[src/rtl/frame_capture_ctrl.sv]
// Frame capture controller: frames OV7670 pixels on vsync, decimates them,
// reformats RGB565 to 12-bit data and issues linear frame-buffer writes.
//
// Ports:
//   clk, reset (async, active-low)
//   capture_en, single_shot, mode[1:0]       capture control
//   vsync, pix_valid, pix_x, pix_y, pix_data camera pixel stream
//   wr_en, wr_addr, wr_data                  frame-buffer write port
//   busy, frame_done, frame_count            status
//   overrun, short_frame                     sticky error flags
module frame_capture_ctrl #(
  parameter int H_ACT  = 640,
  parameter int V_ACT  = 480,
  parameter int DECIM  = 2,
  parameter int X_W    = 10,
  parameter int Y_W    = 9,
  parameter int ADDR_W = 17
) (
  input  logic              clk,
  input  logic              reset,
  input  logic              capture_en,
  input  logic              single_shot,
  input  logic [1:0]        mode,
  input  logic              vsync,
  input  logic              pix_valid,
  input  logic [X_W-1:0]    pix_x,
  input  logic [Y_W-1:0]    pix_y,
  input  logic [15:0]       pix_data,
  output logic              wr_en,
  output logic [ADDR_W-1:0] wr_addr,
  output logic [11:0]       wr_data,
  output logic              busy,
  output logic              frame_done,
  output logic [7:0]        frame_count,
  output logic              overrun,
  output logic              short_frame
);

  localparam int SH    = $clog2(DECIM);
  localparam int HD    = H_ACT / DECIM;
  localparam int N     = HD * (V_ACT / DECIM);
  localparam int CNT_W = $clog2(N + 1);

  localparam logic [X_W:0] H_LIM = (X_W+1)'(H_ACT);
  localparam logic [Y_W:0] V_LIM = (Y_W+1)'(V_ACT);

  typedef enum logic [1:0] {
    IDLE,
    ARMED,
    CAPTURE,
    DONE
  } state_e;

  state_e           state_q, state_d;
  logic             vsync_q;
  logic [1:0]       mode_q, mode_d;
  logic [CNT_W-1:0] cnt_q, cnt_d;
  logic [7:0]       fc_q, fc_d;
  logic             ovr_q, ovr_d;
  logic             short_q, short_d;

  logic vs_rise;
  logic in_win;
  logic on_grid;
  logic accept;
  logic full;
  logic px_wr;
  logic start;

  assign vs_rise = vsync & ~vsync_q;
  assign in_win  = ({1'b0, pix_x} < H_LIM) &&
                   ({1'b0, pix_y} < V_LIM);
  assign on_grid = ((pix_x & X_W'(DECIM-1)) == '0) &&
                   ((pix_y & Y_W'(DECIM-1)) == '0);
  assign accept  = (state_q == CAPTURE) & pix_valid &
                   ~vs_rise & in_win & on_grid;
  assign full    = (cnt_q == CNT_W'(N));
  // Pixels past capacity are still accepted (they flag overrun)
  // but never reach the frame buffer.
  assign px_wr   = accept & ~full;

  always_comb begin
    state_d = state_q;
    mode_d  = mode_q;
    cnt_d   = cnt_q;
    fc_d    = fc_q;
    ovr_d   = ovr_q;
    short_d = short_q;
    start   = 1'b0;
    unique case (state_q)
      IDLE: begin
        if (capture_en) begin
          state_d = ARMED;
          ovr_d   = 1'b0;
          short_d = 1'b0;
        end
      end
      ARMED: begin
        if (!capture_en) begin
          state_d = IDLE;
        end else if (vs_rise) begin
          state_d = CAPTURE;
          start   = 1'b1;
        end
      end
      CAPTURE: begin
        if (vs_rise) state_d = DONE;
      end
      DONE: begin
        fc_d = fc_q + 8'd1;
        if (!full) short_d = 1'b1;
        if (capture_en && !single_shot) begin
          state_d = CAPTURE;
          start   = 1'b1;
        end else begin
          state_d = IDLE;
        end
      end
    endcase
    if (accept) begin
      if (full) ovr_d = 1'b1;
      else      cnt_d = cnt_q + CNT_W'(1);
    end
    if (start) begin
      mode_d = (mode == 2'b11) ? 2'b00 : mode;
      cnt_d  = '0;
    end
  end

  always_ff @(posedge clk or negedge reset) begin
    if (!reset) begin
      state_q <= IDLE;
      vsync_q <= 1'b0;
      mode_q  <= 2'b00;
      cnt_q   <= '0;
      fc_q    <= 8'd0;
      ovr_q   <= 1'b0;
      short_q <= 1'b0;
    end else begin
      state_q <= state_d;
      vsync_q <= vsync;
      mode_q  <= mode_d;
      cnt_q   <= cnt_d;
      fc_q    <= fc_d;
      ovr_q   <= ovr_d;
      short_q <= short_d;
    end
  end

  logic [4:0]        r5;
  logic [5:0]        g6;
  logic [4:0]        b5;
  logic [7:0]        sum_c;
  logic [5:0]        g_thr;
  logic [5:0]        b_thr;
  logic              red_c;
  logic [ADDR_W-1:0] addr_c;

  assign r5     = pix_data[15:11];
  assign g6     = pix_data[10:5];
  assign b5     = pix_data[4:0];
  assign sum_c  = {2'b00, r5, 1'b0} + {1'b0, g6, 1'b0} +
                  {2'b00, b5, 1'b0};
  assign g_thr  = {1'b0, g6[5:1]} + 6'd4;
  assign b_thr  = {1'b0, b5} + 6'd4;
  assign red_c  = ({1'b0, r5} >= g_thr) && ({1'b0, r5} >= b_thr);
  assign addr_c = ADDR_W'(pix_y >> SH) * ADDR_W'(HD) +
                  ADDR_W'(pix_x >> SH);

  logic              s1_v_q;
  logic [ADDR_W-1:0] s1_addr_q;
  logic [3:0]        s1_g4_q;
  logic              s1_red_q;
  logic [11:0]       s1_rgb_q;
  logic [1:0]        s1_mode_q;
  logic              wr_en_q;
  logic [ADDR_W-1:0] wr_addr_q;
  logic [11:0]       wr_data_q;
  logic [11:0]       grey_c;
  logic [11:0]       data_c;

  always_ff @(posedge clk or negedge reset) begin
    if (!reset) begin
      s1_v_q    <= 1'b0;
      s1_addr_q <= '0;
      s1_g4_q   <= 4'd0;
      s1_red_q  <= 1'b0;
      s1_rgb_q  <= 12'd0;
      s1_mode_q <= 2'b00;
    end else begin
      s1_v_q <= px_wr;
      if (px_wr) begin
        s1_addr_q <= addr_c;
        s1_g4_q   <= sum_c[7:4];
        s1_red_q  <= red_c;
        s1_rgb_q  <= {r5[4:1], g6[5:2], b5[4:1]};
        s1_mode_q <= mode_q;
      end
    end
  end

  always_comb begin
    grey_c = {3{s1_g4_q}};
    data_c = grey_c;
    unique case (1'b1)
      s1_mode_q == 2'b01: data_c = s1_red_q ? 12'hF00 : grey_c;
      s1_mode_q == 2'b10: data_c = s1_rgb_q;
      default:            data_c = grey_c;
    endcase
  end

  always_ff @(posedge clk or negedge reset) begin
    if (!reset) begin
      wr_en_q   <= 1'b0;
      wr_addr_q <= '0;
      wr_data_q <= 12'd0;
    end else begin
      wr_en_q <= s1_v_q;
      if (s1_v_q) begin
        wr_addr_q <= s1_addr_q;
        wr_data_q <= data_c;
      end
    end
  end

  assign wr_en       = wr_en_q;
  assign wr_addr     = wr_addr_q;
  assign wr_data     = wr_data_q;
  assign busy        = (state_q == CAPTURE) || (state_q == DONE);
  assign frame_done  = (state_q == DONE);
  assign frame_count = fc_q;
  assign overrun     = ovr_q;
  assign short_frame = short_q;

endmodule

[config.mk]
export PLATFORM = sky130hd
export DESIGN_NAME = frame_capture_ctrl
export DESIGN_NICKNAME = d
export VERILOG_FILES = /design/src/rtl/frame_capture_ctrl.sv
export SDC_FILE = /design/constraint.sdc
export NUM_CORES = 1
export LEC_CHECK = 0
export CAP_MARGIN = 5
export CORE_MARGIN = 1.5
export CORE_UTILIZATION = 58
export DETAILED_ROUTE_END_ITERATION = 7
export GPL_ROUTABILITY_DRIVEN = 0
export GPL_TIMING_DRIVEN = 0
export PLACE_DENSITY = 0.95
export SETUP_SLACK_MARGIN = 0.15
export SYNTH_ARGS = -nofsm -noshare
export SYNTH_HDL_FRONTEND = slang
export SYNTH_SLANG_ARGS = --single-unit
export TNS_END_PERCENT = 1
[constraint.sdc]
create_clock -name clk -period 4.7 [get_ports clk]
set_clock_uncertainty 0.2 [all_clocks]
set_input_delay 1.175 -clock clk [delete_from_list [all_inputs] [get_ports clk]]
set_output_delay 1.175 -clock clk [all_outputs]
set_load 0.02 [all_outputs]
After elaboration in Yosys (flattened, before gate mapping):

Cells that the tools add are included.

* register bits after elaboration: 99
* input port bits: 43
* output and inout bits: 42
* logic and storage cells: 86

* add/subtract/negate cells: 7
* $mul: 1
* order comparisons: 4
* equal/unequal tests: 12
* muxes and demuxes: 23
* bitwise logic cells: 9
* reductions and logical operators: 14

Operator list (count)
* two-way mux 17 bit: 3
* case mux 12 bit (2 select lines): 1
* adder 17 x 1 -> 17 bit, second input constant: 1
* adder 17 x 9 -> 17 bit: 1
* == test 17 bit, second input constant: 1
* adder 5 x 3 -> 6 bit, second input constant: 2
* greater-or-equal comparator 5 x 6 -> 1 bit: 2
* two-way mux 12 bit: 1
* two-way mux 2 bit: 6
* multiplier 8 x 3 -> 11 bit, second input constant: 1
* zero test 10 bit: 1
* less-than comparator 10 bit, second input constant: 1
* zero test 9 bit: 1
* less-than comparator 9 bit, second input constant: 1
* two-way mux 1 bit: 9
* adder 6 x 7 -> 8 bit: 1
* adder 8 x 1 -> 8 bit, second input constant: 1
* adder 8 x 6 -> 8 bit: 1
* == test 2 bit, second input constant: 4
* case mux 2 bit (4 select lines): 1
* bitwise AND 1 bit: 6
* != test 2 bit, second input constant: 3
* AND reduction 3 bit: 2
* == test 2 x 1 -> 1 bit, second input constant: 2
* other kinds (10): 17

Depth between registers and ports, before layout:

Gate-level depths: netlist of the first run.

* depth after elaboration: 8
* mapped depth: 10
* mapped depth without buffers: 9

Least setup slack after synthesis of the first run:

No wires, ideal clock.

* path type: input to register
* from: input port pix_y[2]
* to: register s1_addr_q[16]
* setup time: 0.082 ns
* data arrival time: 3.050 ns
* slack: 1.368 ns
* cell stages on the path: 9
* buffers on the path: 0
* cell sequence: ha_1 ha_1 fa_1 a211oi_1 nor2_1 xor2_1 nand3_1 nand3b_1 a31oi_1

* cells in the longest elaborated chain, start to end: 5
* elaborated cells between the ends (all ways): 7
* those cells by class: 1 x add/sub; 1 x mul; 1 x order compare; 3 x bitwise; 1 x reduce/logical

RTL lines
* start, declared: line 27 `input logic [Y_W-1:0] pix_y,`
* branches (longest 5 deep; another with adder 17 x 9 -> 17 bit)
* end signal, assigned: line 193 `s1_addr_q <= addr_c;`
* end, declared: line 171 `logic [ADDR_W-1:0] s1_addr_q;`

Several ways; the timed one is not identified.
A chain may end at the register's enable or synchronous reset.

Final worst setup path of the first run:

* from: input port pix_y[2]
* to: register s1_addr_q[14]

Same word-level chain as after synthesis.

==> metrics.md, run 1 <==
| Metric | Value |
|---|---|
| First-pass GRT wire length | `20.3 mm` |
| FILL cells | `584` |
| Post-cts resize count | `0` |
| Asr flop ratio synth | `100%` |
| Slowest stage cell, crit path | `clkdlybuf4s50_1` |
| Hold buffer count at CTS | `0` |
| Register Area | `2480 um^2` |
| Placed cell count | `706` |
| Drt total wl | `12.0 mm` |
| Worst Path Buf+Inv | `1` |
| CTS Buffer Depth | `2` |
| Most instantiated library cell after synthesis | `dfrtp_1` |
| Mean Syn Cell Area | `10.2 um^2` |
| CP endpoint kind | `register` |
| Tmin final | `3850 ps` |
| Vias in the first global route | `4357` |
| Worst-skew pair later-pin latency | `370 ps` |
| Syn Nets | `599` |
| Post-synth EDFFs | `0` |
| Root Driver | `clkbuf_8` |
| Hold path start | `s1_v_q$_DFF_PN0_` |
| Row count | `34` |
| Vias per std cell | `5.76` |
| Most frequent cells after synthesis | `dfrtp_1, nand2_1, nor2_1, ha_1, o21ai_0` |
| DIE AREA | `9560 um^2` |
| Synthesized flop and latch total | `99` |
| Pwr per Cell Area | `431 nW/um^2` |
| Post-CTS Setup Repair Bufs | `0` |
| R2R Path End | `s1_addr_q[7]$_DFFE_PN0P_` |
| Clock transition at path regs | `100 ps` |
| Tcrit/Tclk final | `81.9%` |
| Drc violations | `0` |
| PortBufs | `84` |
| DRT iter0 DRCs | `272` |
| Synth Cell Area | `5210 um^2` |
| Gr usage total | `26.2%` |
| Critical path class | `input port to register` |
| Die H | `97.8 um` |
| DRT Pass-1 Iters | `5` |
| Fraction of layout cells with a size suffix above 1 | `8.63%` |
| Mapped Cells | `513` |
| Wirelength per Cell | `16.6 um` |
| Initial Util | `59.8%` |
| # clock sinks | `99` |
| Reg2Reg Depth | `7` |
| Crit-path cells | `clkdlybuf4s50_1, ha_1, ha_1, fa_1, a211oi_1, nor2_1, xor2_1, nand3_1, xor2_1, o21ai_0` |
| Synth cell types | `51` |
| Fmax | `260 MHz` |
| ANT nets after route | `0` |
| Critical path data arrival time | `3930 ps` |
| Pin count of the biggest net entering global routing | `61` |
| Worst slew margin | `56.2%` |
| ANT cells | `0` |
| Hold endpoint | `wr_en$_DFF_PN0_` |
| End-of-flow core utilization | `73.6%` |
| Top cell type's share of synthesized area | `47.5%` |
| YS warnings | `0` |
| H-Tree Depth | `3` |
| Total of max-cap violations | `0` |
| Area of the multi-input gates | `2550 um^2` |
| Tightest Pin Transition | `650 ps` |
| Sequential cell area fraction in the yosys report | `47.5%` |
| Synthesis-to-finish area growth | `23.2%` |
| Crit path largest cell delay | `460 ps` |
| Slew Viols, Final | `0` |
| Core area | `8720 um^2` |
| Reg2reg start | `cnt_q[7]$_DFFE_PN0P_` |
| CTS tree | `yes` |
| Top post-synthesis cells by area | `dfrtp_1, ha_1, nand2_1` |
| Largest area contributor in the netlist | `dfrtp_1` |
| RSZ-0062 raised after global routing | `false` |
| Peak VDD IR | `0.182 mV` |
| Startpoint types | `input port` |
| Congestion Overflow GR | `0` |
| Io pins | `85` |
| Static Leak | `0.00302 uW` |
| CP Max Fanout | `3` |
| Family with the most delay on the worst path | `adder cells` |
| Fin cells | `722` |
| Status | `finished, final reports clean` |
| Final hold vios | `0` |
| R2r setup slk | `2440 ps` |
| Initial antenna violation count | `0` |
| Final setup margin | `848 ps` |
| Num CTS Buffers | `9` |
| Hold Crit Class | `register to register` |
| Placement Setup Slack | `548 ps` |
| Hold depth | `0` |
| Critical path data required time | `4780 ps` |
| DPL Wire Length | `9.13 mm` |
| Top_reg_cell synth | `dfrtp_1` |
| Via Count | `4157` |
| Nets | `695` |
| Die Wd | `97.8 um` |
| # setup viols final | `0` |
[cell type report]
cell class | count | share of cell area [%]
multi-input combinational | 371 | 39.7
inverter | 25 | 1.46
clock buffer | 9 | 1.93
buffer | 18 | 1.38
timing repair buffer | 85 | 13.5
sequential | 99 | 38.6
tap | 108 | 2.10
clock inverter | 7 | 1.32
[state kept, by name (all words and copies together) (netlist names), 2 cells and up]
register,count
mode_q,2
frame_count,8
s1_addr_q,17
state_q,2
wr_data,12
s1_mode_q,2
s1_g4_q,4
wr_addr,17
s1_rgb_q,12
cnt_q,17
[how the worst max path moves through the flow]
| stage | startpoint | endpoint | slack, ps | cells past startpoint |
|---|---|---|---|---|
| after floorplan | pix_y[2] | s1_addr_q[16]$_DFFE_PN0P_ | 1370 | 9 |
| after global placement | reset | cnt_q[12]$_DFFE_PN0P_ | -1100 | 1 |
| after detailed placement | pix_y[2] | s1_addr_q[16]$_DFFE_PN0P_ | 550 | 10 |
| final | pix_y[2] | s1_addr_q[14]$_DFFE_PN0P_ | 850 | 10 |
| after CTS | pix_y[2] | s1_addr_q[14]$_DFFE_PN0P_ | 880 | 10 |
| after global routing | pix_y[2] | s1_addr_q[14]$_DFFE_PN0P_ | 710 | 10 |
[cell usage in the layout (no fill, tap or decap), types with 5 or more instances in the layout]
master,instances
dfrtp_1,99
nand2_1,86
clkdlybuf4s50_1,83
nor2_1,42
ha_1,37
o21ai_0,32
inv_1,24
a21oi_1,24
xor2_1,22
mux2_2,19
xnor2_1,16
nand4_1,9
nand3_1,9
clkbuf_8,9
clkbuf_1,8
a22oi_1,8
fa_1,6
buf_2,5
a21o_1,5
[stage by stage]
stage	power (uW)	area [um^2]	hold WS [ps]	TNS, ps
2_1_floorplan	1780	5210	206	0
3_3_place_gp	2120	6190	231	-108250
3_5_place_dp	2200	6210	247	0
4_1_cts	2770	6420	275	0
5_1_grt	2930	6420	303	0
6_report	2770	6420	276	0
[power by group]
part	leakage, uW	total (uW)	internal, uW	switching [uW]
sequential	0.00133	1250	1080	172
combinational	0.00159	951	429	522
clock	0.000106	569	257	313
total	0.00302	2770	1760	1010
[per-layer routing]
layer  share of wire [%]  global-route usage [%]  vias up
met5                   0                       0        -
met4                 2.8                    9.78        0
met3                 4.9                    4.58       34
met2                  52                    46.5      135
met1                  40                    32.1     2035
li1                    -                       -     1953
[logic make-up (layout without fill, tap and decap cells)]
kind of cell,count (synthesis),count (layout),share of synthesized area [%]
multiplexers,19,19,4.10
flip-flops,99,99,47.5
AO/OA/AOI/OAI,93,93,10.7
buffers and inverters,43,144,3.50
adder cells (fa/ha/maj),43,43,11.2
AND/OR/NAND/NOR,178,178,16.6
XOR/XNOR,38,38,6.38
Power figures use the tool's default switching activity.
==> run 2, diff against run 1 <==
--- a/config.mk
+++ b/config.mk
@@ -7,11 +7,11 @@
 export LEC_CHECK = 0
 export CAP_MARGIN = 5
 export CORE_MARGIN = 1.5
-export CORE_UTILIZATION = 58
+export CORE_UTILIZATION = 54
 export DETAILED_ROUTE_END_ITERATION = 7
 export GPL_ROUTABILITY_DRIVEN = 0
 export GPL_TIMING_DRIVEN = 0
-export PLACE_DENSITY = 0.95
+export PLACE_DENSITY = 0.91
 export SETUP_SLACK_MARGIN = 0.15
 export SYNTH_ARGS = -nofsm -noshare
 export SYNTH_HDL_FRONTEND = slang
==> constraint.sdc (replaced) <==
create_clock -name clk -period 3.79 [get_ports clk]
set_clock_uncertainty 0.2 [all_clocks]
set_input_delay 0.9475 -clock clk [delete_from_list [all_inputs] [get_ports clk]]
set_output_delay 0.9475 -clock clk [all_outputs]
set_load 0.02 [all_outputs]
==> metrics.md, run 2 (synthesis results as in run 1) <==
| Metric | Value |
|---|---|
| Final hold vios | `0 (unchanged)` |
| Congestion Overflow GR | `0 (unchanged)` |
| Vias in the first global route | `4229 (-2.9%)` |
| ANT nets after route | `0 (unchanged)` |
| Commonest non-fill, non-tap cell in the layout | `dfrtp_1` |
| Root Driver | `clkbuf_8` |
| Critical path data arrival time | `3530 ps (-400 ps)` |
| Critical path class | `input port to register` |
| Status | `finished, final reports clean` |
| Worst slew margin | `57.0% (+0.78 points)` |
| Via Count | `4173 (+0.38%)` |
| Core area | `9280 um^2 (+6.5%)` |
| CP Max Fanout | `3 (unchanged)` |
| Pwr per Cell Area | `522 nW/um^2 (+21%)` |
| R2r setup slk | `1540 ps (-900 ps)` |
| DP Area | `6240 um^2 (+0.42%)` |
| Io pins | `85 (unchanged)` |
| Tmin final | `3440 ps` |
| RSZ-0062 raised after global routing | `false` |
| Hold Crit Class | `register to register` |
| R2R Path End | `s1_rgb_q[11]$_DFFE_PN0P_` |
| Worst-skew pair later-pin latency | `360 ps (about the same)` |
| Vias per std cell | `5.62 (-2.5%)` |
| Initial Util | `56.1% (-3.6 points)` |
| Die Wd | `101 um (+3.5%)` |
| Wirelength per Cell | `15.8 um (-4.9%)` |
| Peak VDD IR | `0.240 mV (+32%)` |
| Clock transition at path regs | `100 ps (about the same)` |
| DRT iter0 DRCs | `166 (-39%)` |
| Pin count of the biggest net entering global routing | `52 (-15%)` |
| Reg2Reg Depth | `8 (+1)` |
| Static Leak | `0.00301 uW (-0.53%)` |
| DIE AREA | `10300 um^2 (+7.2%)` |
| Critical path data required time | `3870 ps (-910 ps)` |
| Fraction of layout cells with a size suffix above 1 | `8.96% (+0.33 points)` |
| FILL cells | `681 (+17%)` |
| Hold path start | `s1_v_q$_DFF_PN0_` |
| Fmax | `290 MHz` |
| Hold endpoint | `wr_en$_DFF_PN0_` |
| DRT Pass-1 Iters | `4 (-1)` |
| Slew Viols, Final | `0 (unchanged)` |
| ANT cells | `0 (unchanged)` |
| CTS Buffer Depth | `2 (unchanged)` |
| Gr usage total | `24.2% (-2.0 points)` |
| PortBufs | `84 (unchanged)` |
| Num CTS Buffers | `9 (unchanged)` |
| # clock sinks | `99 (unchanged)` |
| # setup viols final | `0 (unchanged)` |
| CP endpoint kind | `register` |
| Drc violations | `0 (unchanged)` |
| Hold depth | `0 (unchanged)` |
| Die H | `101 um (+3.5%)` |
| Tcrit/Tclk final | `90.9%` |
| Nets | `695 (unchanged)` |
| Row count | `35 (+2.9%)` |
| DPL Wire Length | `8.84 mm (-3.1%)` |
| CTS tree | `yes` |
| Finished Cell Area | `6430 um^2 (+0.19%)` |
| Tightest Pin Transition | `645 ps (-4.80 ps)` |
| TNS Setup | `0 ps (unchanged)` |
| H-Tree Depth | `3 (unchanged)` |
| Initial antenna violation count | `0 (unchanged)` |
| Synthesis-to-finish area growth | `23.5%` |
| Total of max-cap violations | `0 (unchanged)` |
| Startpoint types | `input port` |
| First-pass GRT wire length | `19.5 mm (-3.9%)` |
| Commonest non-fill, non-tap cells in the layout | `dfrtp_1, nand2_1, clkdlybuf4s50_1` |
| Reg2reg start | `cnt_q[7]$_DFFE_PN0P_` |
| Drt total wl | `11.7 mm (-2.1%)` |
-- run 2: changes by cell type in the layout (fill, tap and decap cells not counted), sizes merged --
cell,change
clkinvlp,+2
bufinv,-1
inv,-1
-- run 2: layout make-up --
cell class	count	area [um^2]	share of cell area (%)
Buffer	18	88.8	1.38
Multi-Input combinational cell	371	2560	39.8
Timing Repair Buffer	85	866	13.5
Inverter	25	93.8	1.46
Clock inverter	7	61.3	0.953
Sequential cell	99	2480	38.5
Clock buffer	9	124	1.92
Tap cell	129	161	2.51
-- run 2: how the worst max path moves through the flow --
stage	end	slack, ps	startpoint	cells past startpoint
after floorplan	s1_addr_q[16]$_DFFE_PN0P_	690	pix_y[2]	9
after global placement	frame_count[7]$_DFFE_PN0P_	-1820	reset	1
after detailed placement	s1_addr_q[15]$_DFFE_PN0P_	-120	pix_y[2]	9
after CTS	s1_addr_q[15]$_DFFE_PN0P_	270	pix_y[2]	9
after global routing	s1_addr_q[15]$_DFFE_PN0P_	200	pix_y[5]	9
final	s1_addr_q[15]$_DFFE_PN0P_	350	pix_y[2]	9
-- run 2: through the flow --
step	setup WS [ps]	std cells	power, uW	hold WS, ps	util [%]
detailed placement	-120	727	2720	242	67.2
CTS	267	743	3360	262	69.2
global route	202	743	3560	307	69.3
floorplan	686	513	2210	206	-
global placement	-1820	726	2630	229	66.9
finish	346	743	3360	265	69.3
-- run 2: routing by layer --
metal  track usage [%]  routed length [um]  part of all wire, %  vias to the layer above
met5                 0                   0                    0                        -
met4              9.94                 255                  2.2                        0
li1                  -                   -                    -                     1949
met2              42.2                5990                   51                      125
met3              3.31                 539                  4.6                       27
met1              30.5                4940                   42                     2072
-- run 2: where the power goes --
| part | internal [uW] | switching [uW] | total (uW) |
|---|---|---|---|
| sequential | 1330 | 216 | 1550 |
| combinational | 534 | 641 | 1180 |
| clock | 249 | 383 | 632 |
| total | 2120 | 1240 | 3360 |
-- run 2: critical path, stage by stage --
cell and delay [ps]:
clkdlybuf4s50_1 480, ha_1 330, ha_1 230, fa_1 430, xor2_1 290, nor3b_2 310
nand4_1 150, xor2_1 170, o21ai_0 180
-- run 2: repair_timing --
| action | in CTS | in global routing |
|---|---|---|
| setup buffers | 0 | 0 |
| gates resized for setup | 0 | 2 |
| endpoints found under the setup margin | 0 | 2 |
| hold endpoints to repair | 0 | 0 |
| hold buffers | 0 | 0 |
==> run 3, diff against run 2 <==
--- a/config.mk
+++ b/config.mk
@@ -5,13 +5,12 @@
 export SDC_FILE = /design/constraint.sdc
 export NUM_CORES = 1
 export LEC_CHECK = 0
-export CAP_MARGIN = 5
 export CORE_MARGIN = 1.5
-export CORE_UTILIZATION = 54
+export CORE_UTILIZATION = 58
 export DETAILED_ROUTE_END_ITERATION = 7
 export GPL_ROUTABILITY_DRIVEN = 0
 export GPL_TIMING_DRIVEN = 0
-export PLACE_DENSITY = 0.91
+export PLACE_DENSITY = 0.95
 export SETUP_SLACK_MARGIN = 0.15
 export SYNTH_ARGS = -nofsm -noshare
 export SYNTH_HDL_FRONTEND = slang
==> constraint.sdc (replaced) <==
create_clock -name clk -period 4.2 [get_ports clk]
set_clock_uncertainty 0.2 [all_clocks]
set_input_delay 1.05 -clock clk [delete_from_list [all_inputs] [get_ports clk]]
set_output_delay 1.05 -clock clk [all_outputs]
set_load 0.02 [all_outputs]
==> results of run 3 <==
Same layout as run 1 (identical final DEF). Status: finished, final reports clean.
Main changes from that run: setup slack after placement 548 ps -> 173 ps; setup slack after layout 848 ps -> 473 ps; register-to-register setup slack 2440 ps -> 1940 ps; total power 2770 uW -> 3100 uW; worst IR drop on VDD 0.182 mV -> 0.204 mV
